File: src/rtl/fpalu_pkg.sv
// Shared format constants for the FP ALU: FP29i (6-bit exp, 22-bit unnormalised
// mantissa) and IEEE binary16.
package fpalu_pkg;
    localparam int FP29_EXP_W  = 6;
    localparam int FP29_MAN_W  = 22;
    localparam int FP29_BIAS   = 30;
    localparam int FP16_EXP_W  = 5;
    localparam int FP16_FRAC_W = 10;
    localparam int FP16_BIAS   = 15;
    localparam int LZC_W       = 5;

    localparam logic [FP16_EXP_W-1:0]             FP16_EXP_MAX  = '1;
    localparam logic [FP16_EXP_W+FP16_FRAC_W-1:0] FP16_INF_MAG  = {FP16_EXP_MAX, {FP16_FRAC_W{1'b0}}};
    localparam logic [FP16_EXP_W+FP16_FRAC_W-1:0] FP16_ZERO_MAG = '0;

    typedef struct packed {
        logic ovf;
        logic unf;
        logic inx;
    } fp_flags_t;
endpackage

File: src/rtl/lzc22.sv
// Combinational leading-zero counter for the 22-bit FP29i mantissa; all-zero gives 22.
module lzc22
    import fpalu_pkg::*;
(
    input  logic [FP29_MAN_W-1:0] val_i,
    output logic [LZC_W-1:0]      cnt_o
);
    always_comb begin
        cnt_o = LZC_W'(FP29_MAN_W);
        // Ascending scan: the highest set bit is the last to assign.
        for (int i = 0; i < FP29_MAN_W; i++)
            if (val_i[i]) cnt_o = LZC_W'(FP29_MAN_W - 1 - i);
    end
endmodule

File: src/rtl/fp29i_to_fp16.sv
// FP29i -> IEEE binary16 converter: S1 leading-zero count, S2 normalise/denormalise,
// S3 round-to-nearest-even and pack. Sticky exception flags on the output.
module fp29i_to_fp16
    import fpalu_pkg::*;
#(
    parameter int EXP_BIAS_IN  = FP29_BIAS,
    parameter int EXP_BIAS_OUT = FP16_BIAS
) (
    input  logic                  clk,
    input  logic                  rst,
    input  logic                  din_valid,
    input  logic                  din_uni_y_sgn,
    input  logic [FP29_EXP_W-1:0] din_uni_y_exp,
    input  logic [FP29_MAN_W-1:0] din_uni_y_man_dn,
    input  logic                  clr_flags,
    output logic                  dout_valid,
    output logic [15:0]           dout_fp16,
    output logic                  dout_ovf,
    output logic                  dout_unf,
    output logic                  dout_inx,
    output logic                  flg_ovf,
    output logic                  flg_unf,
    output logic                  flg_inx
);
    localparam logic signed [7:0] E_ADJ = 8'(EXP_BIAS_OUT - EXP_BIAS_IN + 1);

    logic [3:1] vld_q;

    // ---------------- S1: leading-zero count ----------------
    logic                  s1_sgn_q;
    logic [FP29_EXP_W-1:0] s1_exp_q;
    logic [FP29_MAN_W-1:0] s1_man_q;
    logic [LZC_W-1:0]      s1_lz_q;
    logic [LZC_W-1:0]      lz;

    lzc22 u_lzc (.val_i(din_uni_y_man_dn), .cnt_o(lz));

    always_ff @(posedge clk) begin
        if (rst) begin
            vld_q    <= '0;
            s1_sgn_q <= 1'b0;
            s1_exp_q <= '0;
            s1_man_q <= '0;
            s1_lz_q  <= '0;
        end else begin
            vld_q <= {vld_q[2:1], din_valid};
            if (din_valid) begin
                s1_sgn_q <= din_uni_y_sgn;
                s1_exp_q <= din_uni_y_exp;
                s1_man_q <= din_uni_y_man_dn;
                s1_lz_q  <= lz;
            end
        end
    end

    // ---------------- S2: normalise, denormalise into sticky ----------------
    logic [FP29_MAN_W-1:0] s2_norm;
    logic signed [7:0]     s2_e, s2_neg;
    logic                  s2_sub, s2_stk_d;
    logic [4:0]            s2_sh;
    logic [44:0]           s2_wide;
    logic [20:0]           s2_norm_d;

    always_comb begin
        s2_norm   = s1_man_q << s1_lz_q;
        s2_e      = $signed({2'b00, s1_exp_q}) + E_ADJ - $signed({3'b000, s1_lz_q});
        s2_sub    = (s2_e <= 8'sd0);
        s2_neg    = -s2_e;
        // Pre-shifted by one via the 23-bit pad, so a total of 1-E (max 24) needs only -E (max 23).
        s2_sh     = (s2_neg > 8'sd23) ? 5'd23 : s2_neg[4:0];
        s2_wide   = {s2_norm, 23'b0} >> s2_sh;
        s2_norm_d = s2_norm[20:0];
        s2_stk_d  = 1'b0;
        if (s2_sub) begin
            s2_norm_d = s2_wide[44:24];
            s2_stk_d  = |s2_wide[23:0];
        end
    end

    logic              s2_sgn_q, s2_zero_q, s2_sub_q, s2_stk_q;
    logic signed [7:0] s2_e_q;
    logic [20:0]       s2_norm_q;

    always_ff @(posedge clk) begin
        if (rst) begin
            s2_sgn_q  <= 1'b0;
            s2_zero_q <= 1'b0;
            s2_sub_q  <= 1'b0;
            s2_stk_q  <= 1'b0;
            s2_e_q    <= '0;
            s2_norm_q <= '0;
        end else if (vld_q[1]) begin
            s2_sgn_q  <= s1_sgn_q;
            s2_zero_q <= (s1_lz_q == LZC_W'(FP29_MAN_W));
            s2_sub_q  <= s2_sub;
            s2_stk_q  <= s2_stk_d;
            s2_e_q    <= s2_e;
            s2_norm_q <= s2_norm_d;
        end
    end

    // ---------------- S3: round to nearest even, pack ----------------
    logic [FP16_FRAC_W-1:0] s3_frac;
    logic [FP16_EXP_W-1:0]  s3_ef;
    logic [14:0]            s3_sum;
    logic                   s3_grd, s3_stk, s3_inc, s3_ovf;
    logic [15:0]            s3_res;
    fp_flags_t              s3_flg;

    always_comb begin
        s3_frac = s2_norm_q[20:11];
        s3_grd  = s2_norm_q[10];
        s3_stk  = (|s2_norm_q[9:0]) | s2_stk_q;
        s3_inc  = s3_grd & (s3_stk | s3_frac[0]);
        s3_ef   = s2_sub_q ? '0 : s2_e_q[4:0];
        // Carry out of the fraction bumps the exponent field directly.
        s3_sum  = {s3_ef, s3_frac} + 15'(s3_inc);
        s3_ovf  = !s2_sub_q && ((s2_e_q >= 8'sd31) || (s3_sum[14:10] == FP16_EXP_MAX));
        s3_res  = {s2_sgn_q, s3_sum};
        s3_flg  = '{ovf: 1'b0, unf: s2_sub_q & (s3_grd | s3_stk), inx: s3_grd | s3_stk};
        if (s2_zero_q) begin
            s3_res = {s2_sgn_q, FP16_ZERO_MAG};
            s3_flg = '0;
        end else if (s3_ovf) begin
            s3_res = {s2_sgn_q, FP16_INF_MAG};
            s3_flg = '{ovf: 1'b1, unf: 1'b0, inx: 1'b1};
        end
    end

    logic [15:0] dout_fp16_q;
    fp_flags_t   dout_flg_q, flg_q, flg_d;

    always_comb begin
        flg_d = clr_flags ? '0 : flg_q;
        if (vld_q[3]) flg_d = flg_d | dout_flg_q;
    end

    always_ff @(posedge clk) begin
        if (rst) begin
            dout_fp16_q <= '0;
            dout_flg_q  <= '0;
            flg_q       <= '0;
        end else begin
            if (vld_q[2]) begin
                dout_fp16_q <= s3_res;
                dout_flg_q  <= s3_flg;
            end
            flg_q <= flg_d;
        end
    end

    assign dout_valid = vld_q[3];
    assign dout_fp16  = dout_fp16_q;
    assign dout_ovf   = dout_flg_q.ovf;
    assign dout_unf   = dout_flg_q.unf;
    assign dout_inx   = dout_flg_q.inx;
    assign flg_ovf    = flg_q.ovf;
    assign flg_unf    = flg_q.unf;
    assign flg_inx    = flg_q.inx;
endmodule

File: config.mk
export PLATFORM = sky130hd
export DESIGN_NAME = fp29i_to_fp16
export DESIGN_NICKNAME = d
export VERILOG_FILES = /design/src/rtl/fpalu_pkg.sv /design/src/rtl/lzc22.sv /design/src/rtl/fp29i_to_fp16.sv
export SDC_FILE = /design/constraint.sdc
export NUM_CORES = 1
export LEC_CHECK = 0
export CORE_ASPECT_RATIO = 1.1
export CORE_UTILIZATION = 54
export DETAILED_ROUTE_END_ITERATION = 8
export HOLD_SLACK_MARGIN = 0.15
export PLACE_DENSITY_LB_ADDON = 0.12
export SLEW_MARGIN = 15
export SYNTH_ARGS = -nofsm -noshare
export SYNTH_HDL_FRONTEND = slang
export SYNTH_HIERARCHICAL = 1
export SYNTH_SLANG_ARGS = --single-unit
File: constraint.sdc
create_clock -name clk -period 4.43 [get_ports clk]
set_input_delay 0.886 -clock clk [delete_from_list [all_inputs] [get_ports clk]]
set_output_delay 0.886 -clock clk [all_outputs]
set_load 0.02 [all_outputs]
# Yosys cells after proc, flatten, opt, wreduce, memory -nomap -nowiden
# Cells that the tools add are included.
word_totals:
  regBits: 92
  inputBits: 33
  output_inout_bits: 23
  word_cells: 72
op_classes:
  add_sub_neg: 4
  magnitude_cmp: 3
  n_eq_ne: 2
  shifts: 2
  n_mux: 32
  bitwise: 6
  n_reduce_logical: 5
ops:
  columns: ["operator", "count"]
  rows:
  - ["two-way mux 5 bit", 18]
  - [">> shifter 45 x 5 -> 45 bit", 1]
  - ["two-way mux 15 bit", 2]
  - ["two-way mux 3 bit", 8]
  - ["OR reduction 24 bit", 1]
  - ["left shift 22 x 5 -> 22 bit", 1]
  - ["two-way mux 21 bit", 1]
  - ["adder 15 x 1 -> 15 bit", 1]
  - ["equality test 5 bit (second input constant)", 2]
  - ["OR reduction 10 bit", 1]
  - ["adder 7 x 5 -> 8 bit (second input constant)", 1]
  - [">= comparator 8 x 6 -> 1 bit (second input constant)", 1]
  - ["greater-than comparator 8 x 6 -> 1 bit (second input constant)", 1]
  - ["less-or-equal comparator 8 x 1 -> 1 bit (second input constant)", 1]
  - ["negator 8 bit", 1]
  - ["subtractor 8 x 6 -> 8 bit", 1]
  - ["two-way mux 2 bit", 2]
  - ["bitwise OR 1 bit", 3]
  - ["bitwise OR 3 bit", 1]
  - ["AND 1 bit", 2]
  - ["logical AND 1 bit", 1]
  - ["logical NOT 1 bit", 1]
  - ["logical OR 1 bit", 1]
  - ["two-way mux 1 bit", 1]

# Logic depth before layout (Yosys ltp)
# Gate-level depths: netlist (run 1).
depth:
  ltp_word: 22
  ltp_mapped: 21
  mapped_depth_nobuf: 18

# Cells and area by module
# Netlist (run 1), hierarchy kept.
by_module_without_submodules:
  columns: ["module", "instances", "cells_each", "area_each_um2", "seq_area_each_um2"]
  rows:
  - ["fp29i_to_fp16", 1, 829, 6797.8, 1841.8]
  - ["lzc22", 1, 42, 240.2, 0.0]

# Worst setup path after synthesis (run 1)
# No wires, ideal clock.
synth_timing:
  kind: "flip-flop to flip-flop"
  from: "reg s1_lz_q[2]"
  to: "reg s2_stk_q"
  setup_time_ps: 120
  arrival_time_ps: 4582
  slack_ps: -272
  path_stages_with_launch: 19
  n_path_buf: 4
  path_cell_list: "dfxtp_1 > buf_2 > buf_2 > inv_1 > clkbuf_1 > ha_1 > fa_1 > nor2b_1 > a22oi_1 > a2111o_1 > a41oi_2 > nand2_1 > buf_2 > a221o_1 > nor4_1 > a32oi_1 > nor3_1 > nand4_1 > a211o_1"
synth_between:
  elab_chain_len: 7
  word_cells_on_any_way: 9
  classes_between: "2 x add/sub; 2 x order compare; 2 x shift; 2 x mux; 1 x reduce/logical"
synth_lines:
  columns: ["item", "line", "text"]
  rows:
  - ["from (decl)", "fp29i_to_fp16.sv:33", "logic [LZC_W-1:0] s1_lz_q;"]
  - ["from (signal assigned)", "fp29i_to_fp16.sv:51", "s1_lz_q <= lz;"]
  - ["subtractor 8 x 6 -> 8 bit *", "fp29i_to_fp16.sv:66", "s2_e = $signed({2'b00, s1_exp_q}) + E_ADJ - $signed({3'b000, s1_lz_q});"]
  - ["named net s2_e[2]", "fp29i_to_fp16.sv:58", "logic signed [7:0] s2_e, s2_neg;"]
  - ["negator 8 bit", "fp29i_to_fp16.sv:68", "s2_neg = -s2_e;"]
  - ["greater-than comparator 8 x 6 -> 1 bit", "fp29i_to_fp16.sv:70", "s2_sh = (s2_neg > 8'sd23) ? 5'd23 : s2_neg[4:0];"]
  - ["two-way mux 5 bit", "fp29i_to_fp16.sv:70", null]
  - [">> shifter 45 x 5 -> 45 bit", "fp29i_to_fp16.sv:71", "s2_wide = {s2_norm, 23'b0} >> s2_sh;"]
  - ["OR reduction 24 bit", "fp29i_to_fp16.sv:76", "s2_stk_d = |s2_wide[23:0];"]
  - ["two-way mux 1 bit *", "fp29i_to_fp16.sv:74", "if (s2_sub) begin"]
  - ["to (signal assigned)", "fp29i_to_fp16.sv:96", "s2_stk_q <= s2_stk_d;"]
  - ["to (decl)", "fp29i_to_fp16.sv:80", "logic s2_sgn_q, s2_zero_q, s2_sub_q, s2_stk_q;"]
# The timed path passes the listed nets; every way through them passes the cells marked *.
# A chain may end at the register's enable or synchronous reset.

# Worst setup path in the final report (run 1)
layout_timing:
  from: "reg s1_exp_q[1]"
  to: "reg s2_stk_q"
layout_between:
  elab_chain_len: 8
  word_cells_on_any_way: 9
  classes_between: "3 x add/sub; 2 x order compare; 1 x shift; 2 x mux; 1 x reduce/logical"
layout_lines:
  columns: ["item", "line", "text"]
  rows:
  - ["from (decl)", "fp29i_to_fp16.sv:31", "logic [FP29_EXP_W-1:0] s1_exp_q;"]
  - ["from (signal assigned)", "fp29i_to_fp16.sv:49", "s1_exp_q <= din_uni_y_exp;"]
  - ["adder 7 x 5 -> 8 bit *", "fp29i_to_fp16.sv:66", null]
  - ["subtractor 8 x 6 -> 8 bit *", "fp29i_to_fp16.sv:66", null]
  - ["negator 8 bit", "fp29i_to_fp16.sv:68", null]
  - ["greater-than comparator 8 x 6 -> 1 bit", "fp29i_to_fp16.sv:70", null]
  - ["two-way mux 5 bit", "fp29i_to_fp16.sv:70", null]
  - [">> shifter 45 x 5 -> 45 bit", "fp29i_to_fp16.sv:71", null]
  - ["OR reduction 24 bit", "fp29i_to_fp16.sv:76", null]
  - ["two-way mux 1 bit *", "fp29i_to_fp16.sv:74", null]
# Mark *: on every way between the ends. The rest lies on a longest branch, timed or not.

==> out/summary.md, run 1 <==
The flow ran to the end, and the final reports show no timing, DRC or antenna violations. The share of the clock period used by the worst path works out to 98.49%. The total count of hold-check failures in the final report is 0, and the met2 wire length is 10,860 um. Data arrives at the worst endpoint at 4.62 ns.

The smallest clock period supported by the final layout is computed as 4.363 ns. The vias per cell was 6.491. The critical path in this run is classified as flop to flop. The critical path goes through inv_2, ha_4, inv_2, ha_4, fa_2, and3_1, or3_1, and2_1, mux2_2, a31oi_4, buf_4, nor3_1, a221o_1, mux2i_2, o22ai_1, nor2_1, nand4_1, a211o_1.

Timing would allow up to 0.2292 GHz. In the final layout, the share of cells above drive strength 1 is 17.83%. The register bit count reported by yosys works out to 92. The worst setup path is launched from a flop. The worst-case reg-to-reg path depth is 18. Yosys mapped the design onto 82 distinct sky130hd cell types. The routed layout has 7,134 vias. The average detailed-routed wire length per instance works out to 19.77 um. The initial detailed-routing violation count is 718. At the later pin of the worst-skew pair, clock insertion delay measures 0.36 ns. The starting utilization of the core area is 55.67%, and the width of the chip is 110.9 um.

The detail route stage leaves a number of antenna-violating nets equal to 0. Entering global routing, the biggest net connects 62 pins. The initial antenna violation count was 0; the die area was 13,490 um^2.

Setup slack on the critical path of the routed design comes to 0.06672 ns. The run gives 6,537 as the number of global-route vias before repair. The total placed cells including tap cells was 1,064; the number of synthesized flops with an enable pin was 0. Counting every sink on the clock net gives 92. At the worst endpoint, the required time is 4.68 ns.

The core footprint is 12,640 um^2. The number of warnings issued by yosys is 6. The leading register cell type out of synthesis is dfxtp_1. The share of synthesized area in the top cell type comes to 26.17%.

During I/O placement, the number of pins put on the boundary was 56. The HPWL after detailed placement came out at 15,860 um. Setup repair after global routing could not meet its margin everywhere. The total power divided by cell area came out at 380.2 nW/um^2.

For this block, the routed nets add up to 21,730 um of wire. The detailed-routing wirelength on met1 came out at 8847 um. Along the worst path, the maximum fanout reaches 7. The tools report the number of max-capacitance violations reported as 0. The cell type with the highest aggregate area in the netlist is dfxtp_1. The tree is rooted in a clkbuf_16. The tools report the total standard cell area after synthesis as 7038 um^2. The count of cells in the finished layout, fillers not included, comes to 1,099. The highest cell delay on the worst timing path was 0.42 ns. By area the synthesized netlist is led by dfxtp_1 (26%), mux2i_1 (11%), nor2_1 (7.7%).

The logs give 3.237 nW for the leakage power and 67.95% for the final core utilization. The critical path capture point is s2_stk_q. Worst clock skew on the final layout: 0.01178 ns.

The logs give 32.01% for the relative max-transition margin and 0.01076 ns for the pre-CTS worst setup slack. The flop-to-flop setup slack was 0.07 ns; the deepest clock path buffer count was 2. Summing the sequential cell areas from Yosys gives 26.17% of the chip area. The post-cts hold buffer count was 0; the signed area change from the synthesized netlist to the final layout was 22.06%. The run gives 0 ns as the sum of negative setup slack. Synthesis produced a netlist with a net count of 919.

After detailed routing, the number of remaining DRC violations is 0. In the synthesized netlist, the number of instances is 871. Number of buffers added by the clock tree synthesis step: 9. Worst-case vdd ir drop: 0.2833 mV. The tools report the worst hold margin as 0.4836 ns. TritonCTS built the clock tree.

The clock transition at the register clock pins on the worst setup and hold paths after CTS is 0.07 ns. After detailed routing, the met3 layer carries 1003 um of wire. After synthesis, the mean cell area works out to 8.080 um^2. The timing startpoint of the critical path was s1_exp_q[1]. The worst setup path is captured at a flop. The tools report the critical register-to-register path endpoint as s2_stk_q. The source of the worst register-to-register timing path was s1_exp_q[1]. Global routing finished with a remaining overflow of 0.

In the final design database the tool counted 985 nets. Routability-driven placement finished with a final weighted congestion of 1.019. Among all stages on the critical path, the largest delay is contributed by fa_2. The global-route usage over all layers was 31.56%. The number of detailed-route iterations in the first pass was 6.

After detailed routing, no signal wire sits above met4. 0 antenna diodes ended up in the layout. The number of pins exceeding their max-slew limit in the final report was 0. The number of port buffers is 55, and the height of the chip is 121.7 um. For the pin with the worst max-slew slack, the measured transition is 1.020 ns. Row generation in the floorplan step produced 43 rows.

CTS built an H-tree with a depth of 3. After synthesis, the share of flip-flops with an asynchronous set or reset is 0%. The run gives 33,840 um as the global-route wire length before repair. Type of the worst min-delay path: flop to flop.

Final setup violation count: 0.
## per-layer routing
layer	track usage, %	up-vias
li1	-	3353
met1	37.70	3421
met2	56.29	290
met3	3.731	70
met4	15.75	0
met5	0	-
## area by class of cell
cell class	count	area, um^2
clock buffer	10	239.0
clock inverter	6	45.04
timing repair buffer	114	1037
fill	1082	4053
sequential	92	1844
inverter	22	82.58
multi-input combinational	698	5146
tap	157	196.4
## Yosys cell counts, types with 4 or more instances
master,instances
nor2_1,144
dfxtp_1,92
mux2i_1,77
nand2_1,59
a21oi_1,57
clkbuf_1,46
nor3_1,29
a211oi_1,26
nor2b_1,25
o21ai_0,23
mux4_2,22
inv_1,21
a22oi_1,17
nand3_1,16
ha_1,14
nand2b_1,11
nor4_1,11
mux2_2,10
and2_1,9
o211ai_1,9
o21ai_1,9
o221ai_1,9
and3_1,8
xnor2_1,8
xor2_1,8
a32oi_1,7
buf_2,7
nand4_1,7
buf_1,5
a21o_1,4
a31oi_1,4
o22ai_1,4
o31ai_1,4
## how the worst min path moves through the flow
| stage | start | end | slack [ns] | cells past startpoint |
|---|---|---|---|---|
| after floorplan | s2_norm_q[4] | s2_norm_q[4] | 0.45 | 2 |
| after global placement | s2_norm_q[4] | s2_norm_q[4] | 0.47 | 2 |
| after detailed placement | s2_norm_q[4] | s2_norm_q[4] | 0.47 | 2 |
| after CTS | s2_norm_q[4] | s2_norm_q[4] | 0.48 | 2 |
| after global routing | s2_norm_q[4] | s2_norm_q[4] | 0.49 | 2 |
| final | s2_norm_q[4] | s2_norm_q[4] | 0.48 | 2 |
## cell families after synthesis
family	Yosys count	share of synthesized area [%]
AOI/OAI and AO/OA	224	22.84
xor gates and xnor gates	17	2.222
adders and majority gates	15	2.773
buffers and inverters	82	4.658
DFF	92	26.17
muxes	109	19.59
and+or+nand+nor	332	21.74
## report_power, final
part           internal (W)  total [W]  switching [W]
sequential         0.000873   0.000923      0.0000504
clock              0.000401   0.000758       0.000356
combinational      0.000689    0.00159       0.000897
total               0.00196    0.00327        0.00130
## what timing repair did
action	CTS	global route
gates resized for setup	0	53
hold endpoints to repair	0	0
setup endpoints to repair	0	15
setup buffers	0	17
## worst max-delay path, delay by kind of cell, from the launching register on
family          cells  cell delay [ns]
mux                 2             0.63
fa+ha+maj           3             0.84
simple gates        6             1.08
compound gates      4             1.12
flops               1             0.34
buf+inv             3             0.25
## registers in the layout (all words and copies together), names as in the netlist, 3 cells and up
name / flops
s2_norm_q: 21
s1_exp_q: 6
vld_q: 3
s1_man_q: 22
dout_fp16: 16
s2_e_q: 8
s1_lz_q: 5
## cell usage in the layout (no fill, tap or decap), types with 11 or more instances in the layout
cell type          n
a211oi_1          23
a21oi_1           55
a22oi_1           16
buf_4             53
clkdlybuf4s50_1   53
dfxtp_1           90
ha_1              11
inv_1             19
mux2i_1           73
mux4_2            22
nand2_1           58
nand2b_1          11
nand3_1           16
nor2_1           140
nor2b_1           24
nor3_1            26
o21ai_0           22
## stage by stage
step	total power [W]	area, um^2
2_1_floorplan	0.001828	7062
3_3_place_gp	0.002228	7884
3_5_place_dp	0.002232	7884
4_1_cts	0.002984	8168
5_1_grt	0.003425	8591
6_report	0.003266	8591
(Power assumes the default switching activity.)
==> run 2, diff against run 1 <==
- PLACE_DENSITY: not set -> 0.78
- PLACE_DENSITY_LB_ADDON: 0.12 -> not set
==> out/summary.md, run 2 (synthesized netlist as in run 1, its figures left out) <==
The endpoint arrival time on the critical path is 4.64 ns (was 4.62 ns). The total power divided by cell area came out at 380.2 nW/um^2 (about the same). The highest fanout seen on the critical path works out to 13 (was 7). TritonCTS built the clock tree. The vias per cell was 6.335 (was 6.491); the deepest clock path buffer count was 2 (unchanged). Width of the chip: 110.9 um (unchanged). The run gives 3 (unchanged) as the number of H-tree branching levels. For the worst clock skew on the final layout, the log shows 0.009605 ns (was 0.01178 ns). The logs give 8459 um^2 (was 8591 um^2) for the cell area after layout and 55.67% (unchanged) for the starting utilization of the core area.

The signed area change from the synthesized netlist to the final layout works out to 20.20% (was 22.06%). The post-detailed-placement cell area is 7854 um^2 (was 7884 um^2). Setup repair after global routing could not meet its margin everywhere. The tools report the global-route usage over all layers as 29.66% (was 31.56%). The placement row count came out at 43 (unchanged). The type of element capturing the critical path was a flop (unchanged).

Register with the most flip-flops: s1_man_q (unchanged). For the leakage power, the log shows 3.183 nW (was 3.237 nW). The type of the worst min-delay path was flop to flop (unchanged). Clock latency at the later pin of the worst-skew pair: 0.36 ns (about the same). Number of inserted diodes: 0 (unchanged). The number of top-level design ports came out at 56 (unchanged).

The commonest non-fill, non-tap cell in the layout was nor2_1 (unchanged). The logs give 0.001967 W (was 0.001963 W) for the design internal power and 0 ns (unchanged) for the sum of negative setup slack. The run gives 24.5% (was 23.2%) as the relative contribution of the clock network to total power.

The tools report the maximum number of pins on one net before global-route repair as 68 (was 62). The category of the most critical setup path was flop to flop (unchanged). The total count of hold-check failures in the final report came out at 0 (unchanged). For the number of remaining DRC errors, the log shows 0 (unchanged). The tools report the kind of launch point of the worst setup path as a flop (unchanged). For the core footprint, the log shows 12,640 um^2 (unchanged). The final setup violation count came out at 0 (unchanged). The initial detailed-routing violation count was 557 (was 718); the number of clock sinks was 92 (unchanged). The tools report the count of nets left with antenna violations after detail routing as 0 (unchanged). Average detailed-routed wire length per instance: 18.61 um (was 19.77 um). The logs give 0 (unchanged) for the number of pins exceeding their max-slew limit in the final report and 14,800 um (was 15,860 um) for the HPWL after detailed placement.

For the number of max-capacitance violations reported, the log shows 0 (unchanged). Commonest cells after routing, fill and taps aside: nor2_1 (143), dfxtp_1 (90), mux2i_1 (75) (was nor2_1 (140), dfxtp_1 (90), mux2i_1 (73)). The number of port buffers was 55 (unchanged); the number of global-route vias before repair was 6,284 (was 6,537). The combinational fraction of design power was 46.7% (was 48.6%); the relative max-transition margin was 31.31% (was 32.01%).

Clock root buffer master: clkbuf_16 (unchanged). The transition time at the pin with the least slew margin was 1.030 ns (was 1.020 ns); the clock transition at the register clock pins on the worst setup and hold paths after CTS was 0.07 ns (about the same). Required time of the critical path: 4.68 ns (about the same). The fraction of layout instances using a drive strength above 1 is 15.86% (was 17.83%), and the total placed cells including tap cells is 1,060 (was 1,064). The highest clock frequency the design can meet is 0.2279 GHz (was 0.2292 GHz). The share of the clock period used by the worst path works out to 99.07% (was 98.49%). The post-cts hold buffer count is 0 (unchanged), and the switching share of power is 38.85% (was 39.89%).

The final weighted congestion in routability-driven placement is 0.9899 (was 1.019). For the routed wire length, the log shows 20,290 um (was 21,730 um). The run gives 13,490 um^2 (unchanged) as the die area.

The logs give 0 (unchanged) for the total overflow reported by the global router and 32,040 um (was 33,840 um) for the global-route wire length before repair. The detailed-route via count is 6,905 (was 7,134), and the flip-flop count of the largest register, all copies and words added is 22 (unchanged). The worst-case vdd ir drop is 0.2487 mV (was 0.2833 mV). The run finished with clean final reports. The run gives 1,090 (was 1,099) as the final standard cell count with taps included and fillers excluded.

The number of buffers added by the clock tree synthesis step came out at 9 (unchanged). The height of the chip was 121.7 um (unchanged). The logs give 977 (was 985) for the net total in the final layout and 0 (unchanged) for the initial antenna violation count. The tools report the part of the power in registers as 28.8% (was 28.3%). The net switching component of the power is 0.001250 W (was 0.001303 W), and the number of detailed-route iterations in the first pass is 5 (was 6).

The post-layout minimum cycle time came out at 4.389 ns (was 4.363 ns).
## run 2: critical path, cell delays in order (launching register included)
cell	delay, ns
dfxtp_2	0.33
inv_1	0.04
ha_1	0.26
inv_1	0.06
ha_4	0.18
fa_2	0.66
nor2b_4	0.06
o2111a_1	0.15
a2111o_1	0.48
and3_1	0.24
a22oi_2	0.22
buf_12	0.18
buf_4	0.13
nor3_1	0.06
o41ai_4	0.43
a21oi_1	0.14
a211oi_2	0.27
nand4_1	0.13
a211o_1	0.26
## run 2: per-layer routing
| layer | vias up | share of wire, % | track usage, % |
|---|---|---|---|
| met5 | - | 0 | 0 |
| met4 | 0 | 3.3 | 13.33 |
| met3 | 43 | 5.1 | 4.876 |
| met2 | 275 | 50 | 52.02 |
| met1 | 3234 | 42 | 35.86 |
| li1 | 3353 | - | - |
## run 2: worst paths after layout
| path | start | to | slack [ns] | cells past startpoint |
|---|---|---|---|---|
| hold / removal | s2_norm_q[4] | s2_norm_q[4] | 0.48 | 2 |
| setup reg to reg | s1_exp_q[1] | s2_stk_q | 0.04 | 18 |
| setup / recovery | s1_exp_q[1] | s2_stk_q | 0.04 | 18 |
| hold reg to reg | s2_norm_q[4] | s2_norm_q[4] | 0.48 | 2 |
## run 2: power by group through the flow
stage	combinational, W	sequential [W]	clock [W]
2_1_floorplan	0.000904	0.000924	0
3_3_place_gp	0.00128	0.000943	0
3_5_place_dp	0.00127	0.000944	0
4_1_cts	0.00128	0.000926	0.000809
5_1_grt	0.00160	0.000933	0.000845
6_report	0.00150	0.000927	0.000788
## run 2: metrics by stage
stage / total power, W / setup slack (ns) / util, % / hold slack (ns)
after global placement: 0.002225 / 0.04932 / 62.12 / 0.4617
after detailed placement: 0.002218 / 0.05261 / 62.12 / 0.4757
final: 0.003216 / 0.04132 / 66.91 / 0.4847
after CTS: 0.003013 / 0.02198 / 64.47 / 0.4867
after floorplan: 0.001828 / 0.06148 / - / 0.4463
after global routing: 0.003373 / -0.07360 / 66.91 / 0.5064
## run 2: repair_timing
action                     4_1_cts  5_1_grt
setup endpoints to repair        0       12
setup buffers                    0       13
gates resized for setup          0       35
## run 2: layout make-up
class | count | area (um^2)
Tap cell | 157 | 196.4
Fill cell | 1080 | 4184
Timing Repair Buffer | 106 | 969.7
Multi-Input combinational cell | 698 | 5069
Sequential cell | 92 | 1844
Clock buffer | 9 | 225.2
Clock inverter | 6 | 72.57
Inverter | 22 | 82.58
==> run 3, diff against run 2 <==
- CORE_MARGIN: not set -> 1
- PLACE_DENSITY: 0.78 -> 0.82
==> out/summary.md, run 3 (synthesized netlist as in run 1, its figures left out) <==
The flow ran to the end, but the final reports show violations. The final reports fail on setup timing. The register with the most flip-flops was s1_man_q (unchanged).

The transition time at the pin with the least slew margin is 1.001 ns (was 1.030 ns), and the HPWL after detailed placement is 14,770 um (was 14,800 um). The clock transition at the register clock pins on the worst setup and hold paths after CTS was 0.07 ns (about the same). The type of the worst min-delay path was flop to flop (unchanged). Commonest cells after routing, fill and taps aside: nor2_1 (143), dfxtp_1 (90), mux2i_1 (73) (was nor2_1 (143), dfxtp_1 (90), mux2i_1 (75)). The number of clock sinks was 92 (unchanged); the worst hold margin was 0.4696 ns (was 0.4847 ns). Kind of launch point of the worst setup path: a flop (unchanged). Met2 usage: 51.32% (was 52.02%).

Startpoint of the most critical hold path: s2_norm_q[4] (unchanged). The share of the clock period used by the worst path was 101.5% (was 99.07%); the global-route usage over all layers was 30.22% (was 29.66%). The total overflow reported by the global router was 0 (unchanged). The fraction of layout instances using a drive strength above 1 was 18.47% (was 15.86%).

For the area taken by flip-flops and latches, the log shows 1844 um^2 (unchanged). The logs give -0.06445 ns (was 0 ns) for the sum of negative setup slack and 0 (unchanged) for the count of nets left with antenna violations after detail routing. Commonest non-fill, non-tap cell in the layout: nor2_1 (unchanged). The tools report the final setup violation count as 1 (was 0).

The tools report the clock root buffer master as clkbuf_16 (unchanged). The critical register-to-register path endpoint was s2_stk_q (unchanged). The total of fill cells in the finished design was 1,023 (was 1,080).

The final weighted congestion in routability-driven placement was 1.020 (was 0.9899). The number of pins exceeding their max-slew limit in the final report was 0 (unchanged). The flop-to-flop setup slack was -0.06 ns (was 0.04 ns); the routed wire length was 21,100 um (was 20,290 um).

The run gives 5142 um^2 (was 5069 um^2) as the footprint of the multi-input gates. The tools report the post-cts hold buffer count as 0 (unchanged). The most crowded layer after global routing is met2 (unchanged). The logs give 1,063 (was 1,060) for the total placed cells including tap cells and 6,606 (was 6,284) for the number of global-route vias before repair.

The leakage power is 3.229 nW (was 3.183 nW). Instance count along the most critical hold path: 2 (unchanged). Cell at the slowest stage of the critical path: fa_2 (unchanged). The highest fanout seen on the critical path is 6 (was 13), and the worst-case vdd ir drop is 0.2537 mV (was 0.2487 mV). The tools report the number of max-capacitance violations reported as 0 (unchanged). The average detailed-routed wire length per instance is 19.20 um (was 18.61 um), and the endpoint arrival time on the critical path is 4.73 ns (was 4.64 ns). The vias per cell is 6.544 (was 6.335), and the height of the chip is 121.7 um (unchanged). For the number of inserted diodes, the log shows 0 (unchanged). The number of port buffers came out at 55 (unchanged). The category of the most critical setup path is flop to flop (unchanged). Worst hold path endpoint: s2_norm_q[4] (unchanged).

Cells along the critical path: inv_2, ha_4, inv_2, ha_4, fa_2, buf_6, xnor2_4, buf_6, nand2_1, a21o_1, mux2_4, a31oi_4, nor2_1, a221o_1, a21boi_2, mux2i_1, a211oi_2, nand4_1, a211o_1 (was inv_1, ha_1, inv_1, ha_4, fa_2, nor2b_4, o2111a_1, a2111o_1, and3_1, a22oi_2, buf_12, buf_4, nor3_1, o41ai_4, a21oi_1, a211oi_2, nand4_1, a211o_1). The run gives 0 (unchanged) as the initial antenna violation count. The flip-flop count of the largest register, all copies and words added came out at 22 (unchanged). The run gives 13,490 um^2 (unchanged) as the die area. The signed area change from the synthesized netlist to the final layout is 22.36% (was 20.20%), and the cell area after layout is 8612 um^2 (was 8459 um^2). The tools report the number of remaining DRC errors as 0 (unchanged).

The run gives 4.527% (was 4.876%) as the met3 layer usage reported by global route. The number of H-tree branching levels was 3 (unchanged); the initial detailed-routing violation count was 682 (was 557). The tools report the number of detailed-route iterations in the first pass as 5 (unchanged). The final worst slack was -0.06445 ns (was 0.04132 ns). The highest cell delay on the worst timing path is 0.41 ns (was 0.66 ns). Maximum number of pins on one net before global-route repair: 54 (was 68). The width of the chip is 110.9 um (unchanged).

The net total in the final layout came out at 987 (was 977). The tools report the source of the worst register-to-register timing path as s1_exp_q[1] (unchanged). The clock latency at the later pin of the worst-skew pair is 0.36 ns (about the same). The relative max-transition margin is 32.84% (was 31.31%), and the number of top-level design ports is 56 (unchanged). Post-layout minimum cycle time: 4.494 ns (was 4.389 ns). Starting utilization of the core area: 55.67% (unchanged). The type of element capturing the critical path is a flop (unchanged). Deepest clock path buffer count: 2 (unchanged). The tools report the required time of the critical path as 4.67 ns (was 4.68 ns).

The tools report the global-route wire length before repair as 33,000 um (was 32,040 um). Setup repair after global routing could not meet its margin everywhere. The detailed-route via count is 7,192 (was 6,905), and the placement row count is 43 (unchanged). The logs give 0.007260 ns (was 0.009605 ns) for the worst clock skew on the final layout and 12,640 um^2 (unchanged) for the core footprint. For the post-detailed-placement cell area, the log shows 7864 um^2 (was 7854 um^2). The total power divided by cell area was 374.5 nW/um^2 (was 380.2 nW/um^2); the global-route track usage on met1 was 37.37% (was 35.86%). The tools report the final standard cell count with taps included and fillers excluded as 1,099 (was 1,090). TritonCTS built the clock tree. Number of buffers added by the clock tree synthesis step: 9 (unchanged).

The worst-case reg-to-reg path depth was 19 (was 18); the total count of hold-check failures in the final report was 0 (unchanged). The highest clock frequency the design can meet came out at 0.2225 GHz (was 0.2279 GHz).
==> run 3: per-stage QoR <==
stage          total power (W)  util (%)  setup slack, ns
6_report              0.003225     68.11         -0.06445
3_3_place_gp          0.002209     62.20          0.04336
2_1_floorplan         0.001828         -          0.06148
4_1_cts               0.002936     64.58          0.01991
5_1_grt               0.003357     68.11          -0.1047
3_5_place_dp          0.002212     62.20         -0.03262
==> run 3: timing repair <==
action | 4_1_cts | 5_1_grt
setup buffers | 4 | 16
resized for setup | 1 | 54
cloned | 0 | 2
pin swaps | 2 | 22
endpoints found under the setup margin | 1 | 11
==> run 3: per-layer routing <==
metal | vias up | routed length [um]
met5 | - | 0
met1 | 3363 | 8557
li1 | 3366 | -
met4 | 0 | 973
met3 | 91 | 1377
met2 | 372 | 10200
==> run 3: final cells by class <==
type	count	area share [%]
flip-flops and latches	92	21.42
multi-input cells	697	59.71
inverters	22	0.9589
repair buffers	117	12.55
well taps	157	2.281
clock inverters	5	0.4649
clock buffers	9	2.615
==> run 3: power by group <==
| part | switching (W) | internal (W) |
|---|---|---|
| registers | 0.0000535 | 0.000873 |
| logic | 0.000892 | 0.000693 |
| clock network | 0.000338 | 0.000377 |
| total | 0.00128 | 0.00194 |
==> run 3: how the worst max path moves through the flow <==
stage | slack, ns | startpoint | endpoint | depth (start not counted)
6_report | -0.06 | s1_exp_q[1] | s2_stk_q | 19
5_1_grt | -0.10 | s1_exp_q[1] | s2_stk_q | 19
4_1_cts | 0.02 | s1_exp_q[1] | s2_stk_q | 17
3_5_place_dp | -0.03 | s1_exp_q[1] | s2_stk_q | 17
3_3_place_gp | 0.04 | s1_exp_q[1] | s2_stk_q | 17
2_1_floorplan | 0.06 | s1_lz_q[2] | s2_stk_q | 19
==> run 3: critical path: cells and delay by family, from the launching register on <==
| kind | cells | cell delay [ns] |
|---|---|---|
| AOI/OAI and AO/OA | 6 | 1.73 |
| xor gates and xnor gates | 1 | 0.27 |
| adders and majority gates | 3 | 0.82 |
| buffers and inverters | 4 | 0.38 |
| DFF | 1 | 0.34 |
| muxes | 2 | 0.50 |
| and+or+nand+nor | 3 | 0.35 |
